--- src/rtl/fetch_stage_pkg.sv ---
// Shared definitions for the instruction fetch stage: word width,
// bubble instruction word, FSM state encoding and target alignment.
package fetch_stage_pkg;

   localparam int WORD_W = 32;

   // Instruction word inserted into IF/ID when a bubble is required.
   localparam logic [WORD_W-1:0] NOP_WORD = 32'h0000_0000;

   typedef enum logic [1:0] {
      RUN       = 2'd0,
      HOLD      = 2'd1,
      HOLD_PEND = 2'd2
   } fetch_state_t;

   // Instruction addresses are word aligned; drop the byte offset.
   function automatic logic [WORD_W-1:0] align_word(input logic [WORD_W-1:0] addr);
      return {addr[WORD_W-1:2], 2'b00};
   endfunction

endpackage

--- src/rtl/fetch_stage_pc_next_mux.sv ---
// Combinational next-PC select: sequential PC+4, branch, jump or a
// redirect that was parked while decode was stalling.
module pc_next_mux
   import fetch_stage_pkg::*;
(
   input  logic [WORD_W-1:0] pc,
   input  logic              branch_taken,
   input  logic [WORD_W-1:0] branch_target,
   input  logic              jump,
   input  logic [WORD_W-1:0] jump_target,
   input  logic              use_pend,
   input  logic [WORD_W-1:0] pend_target,
   output logic [WORD_W-1:0] pc_plus4,
   output logic              redirect,
   output logic [WORD_W-1:0] redirect_target,
   output logic [WORD_W-1:0] next_pc
);

   // PC+4 wraps naturally at 2^32 because the sum is truncated to WORD_W.
   assign pc_plus4 = pc + WORD_W'(4);

   assign redirect = jump | branch_taken;

   // Jump beats branch when both are requested in the same cycle.
   assign redirect_target = jump ? align_word(jump_target) : align_word(branch_target);

   // A live redirect overrides a parked one: it is the younger request.
   assign next_pc = redirect ? redirect_target : (use_pend ? pend_target : pc_plus4);

endmodule

--- src/rtl/fetch_stage.sv ---
// Instruction fetch stage: PC register, stall/redirect FSM and the IF/ID
// pipeline register. Instruction memory is combinational on Address.
module fetch_stage
   import fetch_stage_pkg::*;
#(
   parameter logic [31:0] RESET_PC = 32'h0000_0000,
   parameter logic [31:0] NOP_WORD = fetch_stage_pkg::NOP_WORD
) (
   input  logic              Clk,
   input  logic              Rst,
   input  logic [WORD_W-1:0] Instruction,
   output logic [WORD_W-1:0] Address,
   input  logic              Stall,
   input  logic              Flush,
   input  logic              BranchTaken,
   input  logic [WORD_W-1:0] BranchTarget,
   input  logic              Jump,
   input  logic [WORD_W-1:0] JumpTarget,
   output logic [WORD_W-1:0] IFID_Instruction,
   output logic [WORD_W-1:0] IFID_PCPlus4,
   output logic              IFID_Valid
);

   localparam logic [WORD_W-1:0] RESET_PC_ALIGNED = {RESET_PC[WORD_W-1:2], 2'b00};

   fetch_state_t      state_reg, state_next;
   logic [WORD_W-1:0] pc_reg, pc_next;
   logic [WORD_W-1:0] pend_reg, pend_next;
   logic [WORD_W-1:0] ifid_inst_reg, ifid_inst_next;
   logic [WORD_W-1:0] ifid_pc4_reg, ifid_pc4_next;
   logic              ifid_valid_reg, ifid_valid_next;

   logic [WORD_W-1:0] pc_plus4;
   logic              redirect;
   logic [WORD_W-1:0] redirect_target;
   logic [WORD_W-1:0] mux_pc;
   logic              in_hold_pend;

   assign in_hold_pend = (state_reg == HOLD_PEND);

   pc_next_mux u_pc_next_mux (
      .pc              (pc_reg),
      .branch_taken    (BranchTaken),
      .branch_target   (BranchTarget),
      .jump            (Jump),
      .jump_target     (JumpTarget),
      .use_pend        (in_hold_pend),
      .pend_target     (pend_reg),
      .pc_plus4        (pc_plus4),
      .redirect        (redirect),
      .redirect_target (redirect_target),
      .next_pc         (mux_pc)
   );

   // State, PC, pending redirect and IF/ID registers; reset discards everything.
   always_ff @(posedge Clk or negedge Rst) begin
      if (!Rst) begin
         state_reg      <= RUN;
         pc_reg         <= RESET_PC_ALIGNED;
         pend_reg       <= '0;
         ifid_inst_reg  <= NOP_WORD;
         ifid_pc4_reg   <= '0;
         ifid_valid_reg <= 1'b0;
      end else begin
         state_reg      <= state_next;
         pc_reg         <= pc_next;
         pend_reg       <= pend_next;
         ifid_inst_reg  <= ifid_inst_next;
         ifid_pc4_reg   <= ifid_pc4_next;
         ifid_valid_reg <= ifid_valid_next;
      end
   end

   // Next-state logic: stall parks redirects, release applies them as a bubble.
   always_comb begin
      state_next      = state_reg;
      pc_next         = pc_reg;
      pend_next       = pend_reg;
      ifid_inst_next  = ifid_inst_reg;
      ifid_pc4_next   = ifid_pc4_reg;
      ifid_valid_next = ifid_valid_reg;

      if (Stall) begin
         if (redirect) begin
            // Latest redirect wins while decode is still holding us.
            pend_next  = redirect_target;
            state_next = HOLD_PEND;
         end else if (in_hold_pend) begin
            state_next = HOLD_PEND;
         end else begin
            state_next = HOLD;
         end
      end else begin
         pc_next       = mux_pc;
         pend_next     = '0;
         state_next    = RUN;
         ifid_pc4_next = pc_plus4;
         if (redirect || in_hold_pend) begin
            // The word at the current PC is on the wrong path: squash it.
            ifid_inst_next  = NOP_WORD;
            ifid_valid_next = 1'b0;
         end else begin
            ifid_inst_next  = Instruction;
            ifid_valid_next = 1'b1;
         end
      end

      // Flush squashes IF/ID but keeps its PC+4 and never touches the PC path.
      if (Flush) begin
         ifid_inst_next  = NOP_WORD;
         ifid_pc4_next   = ifid_pc4_reg;
         ifid_valid_next = 1'b0;
      end
   end

   assign Address          = pc_reg;
   assign IFID_Instruction = ifid_inst_reg;
   assign IFID_PCPlus4     = ifid_pc4_reg;
   assign IFID_Valid       = ifid_valid_reg;

endmodule

--- config.mk ---
export PLATFORM = sky130hd
export DESIGN_NAME = fetch_stage
export DESIGN_NICKNAME = d
export VERILOG_FILES = /design/src/rtl/fetch_stage_pkg.sv /design/src/rtl/fetch_stage_pc_next_mux.sv /design/src/rtl/fetch_stage.sv
export SDC_FILE = /design/constraint.sdc
export NUM_CORES = 1
export LEC_CHECK = 0
export ABC_AREA = 1
export CORE_ASPECT_RATIO = 2
export CORE_MARGIN = 3
export CORE_UTILIZATION = 40
export DETAILED_ROUTE_END_ITERATION = 10
export PLACE_DENSITY = 0.68
export SKIP_CTS_REPAIR_TIMING = 1
export SLEW_MARGIN = 40
export SYNTH_ARGS = -nofsm -noshare
export SYNTH_HDL_FRONTEND = slang
export SYNTH_HIERARCHICAL = 1
export SYNTH_SLANG_ARGS = --single-unit
--- constraint.sdc ---
create_clock -name Clk -period 5.3 [get_ports Clk]
set_clock_uncertainty 0.2 [all_clocks]
set_input_delay 1.59 -clock Clk [delete_from_list [all_inputs] [get_ports Clk]]
set_output_delay 1.59 -clock Clk [all_outputs]
set_load 0.01 [all_outputs]
# Word-level counts from Yosys, hierarchy flattened
# Index checks and enable logic that the tools add are counted.
# totals
reg_bits,131
in_bits,102
out_inout_bits,97
# op_classes
add_sub_neg,1
n_eq_ne,3
n_mux,14
bitwise,3
reduce_logical,2
# op_table
op,count
2-to-1 mux 32 bit,8
adder 32 x 3 -> 32 bit (second input constant),1
2-to-1 mux 2 bit,3
!= test 2 x 1 -> 1 bit (second input constant),2
2-to-1 mux 1 bit,3
== test 2 bit (second input constant),1
inverter 1 bit,2
AND reduction 2 bit,1
logical OR 1 bit,1
bitwise OR 1 bit,1

# Depth between registers and ports, before layout
# depth
word_depth,5
ltp_mapped,12

# Modules after synthesis
# The synthesis kept the hierarchy.
# by_module_without_submodules
module,n_inst,cells_per_inst,area_each_um2,seq_area_each_um2
fetch_stage,1,571,5217.5,3278.1
pc_next_mux,1,476,2033.2,0.0

# Worst setup path before layout
# Ideal clock, no wire load.
# synth_timing
kind,input-to-reg
from,input Jump
to,register pend_reg[30]
t_arrival_ns,2.699
t_required_ns,5.023
path_slack_ns,2.324
cell_stages,8
path_cell_list,nor2_1 > inv_1 > clkbuf_1 > buf_2 > inv_2 > buf_2 > nand2_1 > a21oi_1
# synth_between
word_cells_on_any_way,5
classes_between,1 x eq/ne; 3 x mux; 1 x bitwise
# synth_lines
element,line,text
from (decl),fetch_stage.sv:17,"input logic Jump,"
bitwise OR 1 bit,fetch_stage_pc_next_mux.sv:22,assign redirect = jump | branch_taken;
net redirect,fetch_stage.sv:34,logic redirect;
!= test 2 x 1 -> 1 bit (no line),--,
to (signal assigned),fetch_stage.sv:67,pend_reg <= pend_next;
to (decl),fetch_stage.sv:28,"logic [WORD_W-1:0] pend_reg, pend_next;"
# The timed path passes the listed nets, and every way through them passes these cells. The select of a mux whose other input is x is not followed.
# A chain may end at the register's enable or synchronous reset.

# Worst setup path in the final report
# layout_timing
from,input Jump
to,"register pc_reg[18], in the netlist Address[18]"
# layout_between
elab_chain_cells,2
word_cells_on_any_way,3
classes_between,2 x mux; 1 x bitwise
# layout_lines
element,line,text
bitwise OR 1 bit,fetch_stage_pc_next_mux.sv:22,
net redirect,fetch_stage.sv:34,
2-to-1 mux 32 bit,fetch_stage_pc_next_mux.sv:28,assign next_pc = redirect ? redirect_target : (use_pend ? pend_target : pc_plus4);
net mux_pc[18],fetch_stage.sv:36,logic [WORD_W-1:0] mux_pc;
to (signal assigned),fetch_stage.sv:66,pc_reg <= pc_next;
to (decl),fetch_stage.sv:27,"logic [WORD_W-1:0] pc_reg, pc_next;"
# The timed path passes the listed nets, and every way through them passes these cells.

==> metrics.md <==
| Metric | Value |
|---|---|
| Status | complete, no violations |
| GRT Total Usage | 21.91% |
| Ports | 199 |
| Seq/Total Area, Yosys | 45.21% |
| Remaining antenna violation count after routing | 0 |
| Worst reg2reg path depth | 12 |
| Highest Clock Rate | 286.2 MHz |
| Final worst path period share | 65.93% |
| CTS Buffer Depth | 2 |
| Initial antenna violation count | 0 |
| Cell taking the most area after synthesis | dfrtp_1 |
| TritonCTS Buffers | 17 |
| Critical Path Fanout Max | 82 |
| CP arrival | 3.59 ns |
| Fin. max-slew vios | 0 |
| Worst Setup Start Kind | input pin |
| H-tree levels | 4 |
| Largest net degree at the start of global routing | 87 |
| Total chip power | 2939 uW |
| Die footprint | 0.01988 mm^2 |
| Cells after Synth | 1,047 |
| Clock Latency Late Sink | 0.42 ns |
| Wire per inst | 15.25 um |
| Core Area | 0.01778 mm^2 |
| Leak Pwr | 0.004889 uW |
| Placed Cells | 1,400 |
| Tmin final | 3.494 ns |
| Vias in the first global route | 6,771 |
| RSZ-0062 raised after global routing | false |
| CP required | 5.40 ns |
| Distinct cells, synth | 28 |
| Post-route non-filler standard cell count | 1,430 |
| Cell Pwr Density | 300.3 mW/mm^2 |
| Root buf cell | clkbuf_16 |
| Detailed-route via count | 7,188 |
| Final Hold Fails | 0 |
| Ant diodes | 0 |
| Most frequent cells in the layout | nand2_1 (510), clkdlybuf4s50_1 (192), dfrtp_1 (131), nand3_1 (80), nor2_1 (77) |
| Yosys warns | 6 |
| Remaining global-route overflow | 0 |
| CTS clk-pin slew, worst paths | 0.05 ns |
| CTS tree | yes |
| Drt initial violations | 424 |
| Setup crit end kind | flip-flop |
| Hold-critical path depth | 2 |
| Vias/cell | 5.027 |
| Fin nets | 1,309 |
| Post-synthesis register bit count | 131 |
| First-pass GRT wire length | 34.52 mm |
| # DRC | 0 |
| Max-cap violations | 0 |
| Max-slew headroom | 44.06% |
| Sinks on the clock net | 131 |
| Share of the synthesized area in the top cell type | 45.21% |
| WL final | 21.81 mm |
| Die X | 101.2 um |
| Layout cells sized above 1 | 5.259% |
| Hold WC Path Type | flip-flop to flip-flop |
| Setup CP Type | input pin to flip-flop |
| Die H | 196.4 um |
| Dpl hpwl | 15.21 mm |
| Area delta synth->final | 34.98% |
| Starting Density | 40.77% |
| Routability Congestion | 0.8520 |
| Row count | 69 |
| Port Buffers | 194 |
| Setup TNS Final | 0 ns |
| Max IR drop VDD | 0.1865 mV |
| Final Setup Violations | 0 |
| Mean Syn Cell Area | 6.925 um^2 |
| Mapped cell area | 0.007251 mm^2 |
| Synth top area cells | dfrtp_1 (45%), nand2_1 (26%), nand3_1 (5.5%) |
| Worst-Margin Slew | 0.8379 ns |
| Commonest non-fill, non-tap cell in the layout | nand2_1 |
| Initial DRT Pass Iterations | 6 |
## per-stage QoR
| step | utilization (%) | worst slack, ns | hold WS (ns) | instance area [um^2] |
|---|---|---|---|---|
| global placement | 51.70 | 1.179 | 0.2610 | 9195 |
| detailed placement | 51.73 | 1.194 | 0.2647 | 9200 |
| CTS | 55.00 | 1.636 | 0.2797 | 9781 |
| floorplan | - | 2.324 | 0.2663 | 7254 |
| global route | 55.03 | 1.592 | 0.2938 | 9787 |
| finish | 55.03 | 1.806 | 0.2749 | 9787 |
## layout make-up
class                           count  area, um^2
Inverter                           39       148.9
Tap cell                          213       266.5
Clock buffer                       19       442.9
Multi-Input combinational cell    813        3491
Fill cell                        1725        7998
Timing Repair Buffer              204        2022
Clock inverter                     11       137.6
Sequential cell                   131        3278
## kinds of logic after synthesis
kind of cell	after synthesis	share of synthesized area (%)
adders and majority gates	1	0.1725
xor gates and xnor gates	7	0.8456
AOI/OAI and AO/OA	78	5.401
other	1	0.05172
buffers and inverters	104	6.730
DFF	131	45.21
and+or+nand+nor	725	41.59
## synth_stat cells
| master | count |
|---|---|
| o21ai_0 | 55 |
| and2_1 | 2 |
| or2_1 | 1 |
| nand4_1 | 33 |
| inv_2 | 2 |
| clkinv_1 | 1 |
| ha_1 | 1 |
| a21oi_1 | 9 |
| a31oi_1 | 1 |
| nor2_2 | 3 |
| nor2_4 | 9 |
| inv_1 | 36 |
| o21ai_1 | 13 |
| buf_2 | 24 |
| xor2_1 | 1 |
| xnor2_1 | 6 |
| nand3_1 | 80 |
| nand3b_1 | 2 |
| conb_1 | 1 |
| dfrtp_1 | 131 |
| clkbuf_1 | 26 |
| buf_4 | 12 |
| nor2_1 | 77 |
| buf_6 | 3 |
| nand2_4 | 1 |
| nand2_2 | 5 |
| nor3_1 | 1 |
| nand2_1 | 511 |
## worst max-delay path: stages
cell and delay, ns:
clkdlybuf4s50_1 0.45, buf_4 0.30, nor2_1 0.09, buf_4 0.20
inv_2 0.09, buf_6 0.45, nor2_1 0.07, o21ai_1 0.09
nand2_1 0.06, nand2_1 0.06, nand2_1 0.07
## report_power, final
part	switching, uW	leakage (uW)	total (uW)	internal [uW]
combinational	324	0.00289	603	280
sequential	80.2	0.00172	1170	1090
clock	425	0.000280	1170	741
total	829	0.00489	2940	2110
## routing by layer
metal / vias to the layer above / GRT usage (%) / part of all wire, %
li1: 3617 / - / -
met1: 3257 / 25.82 / 40
met2: 271 / 38.27 / 51
met3: 43 / 3.082 / 5.3
met4: 0 / 10.65 / 3.7
met5: - / 0 / 0
## final timing paths
path                                   endpoint  slack, ns                  from
setup / recovery                    Address[18]       1.81                  Jump
hold / removal             IFID_Instruction[23]       0.27  IFID_Instruction[23]
setup reg to reg                    Address[18]       2.63          state_reg[0]
hold reg to reg            IFID_Instruction[23]       0.27  IFID_Instruction[23]
max in group asynchronous  IFID_Instruction[10]       3.04                   Rst
min in group asynchronous  IFID_Instruction[25]       1.03                   Rst
No activity file was read; power rests on OpenSTA's default activity.
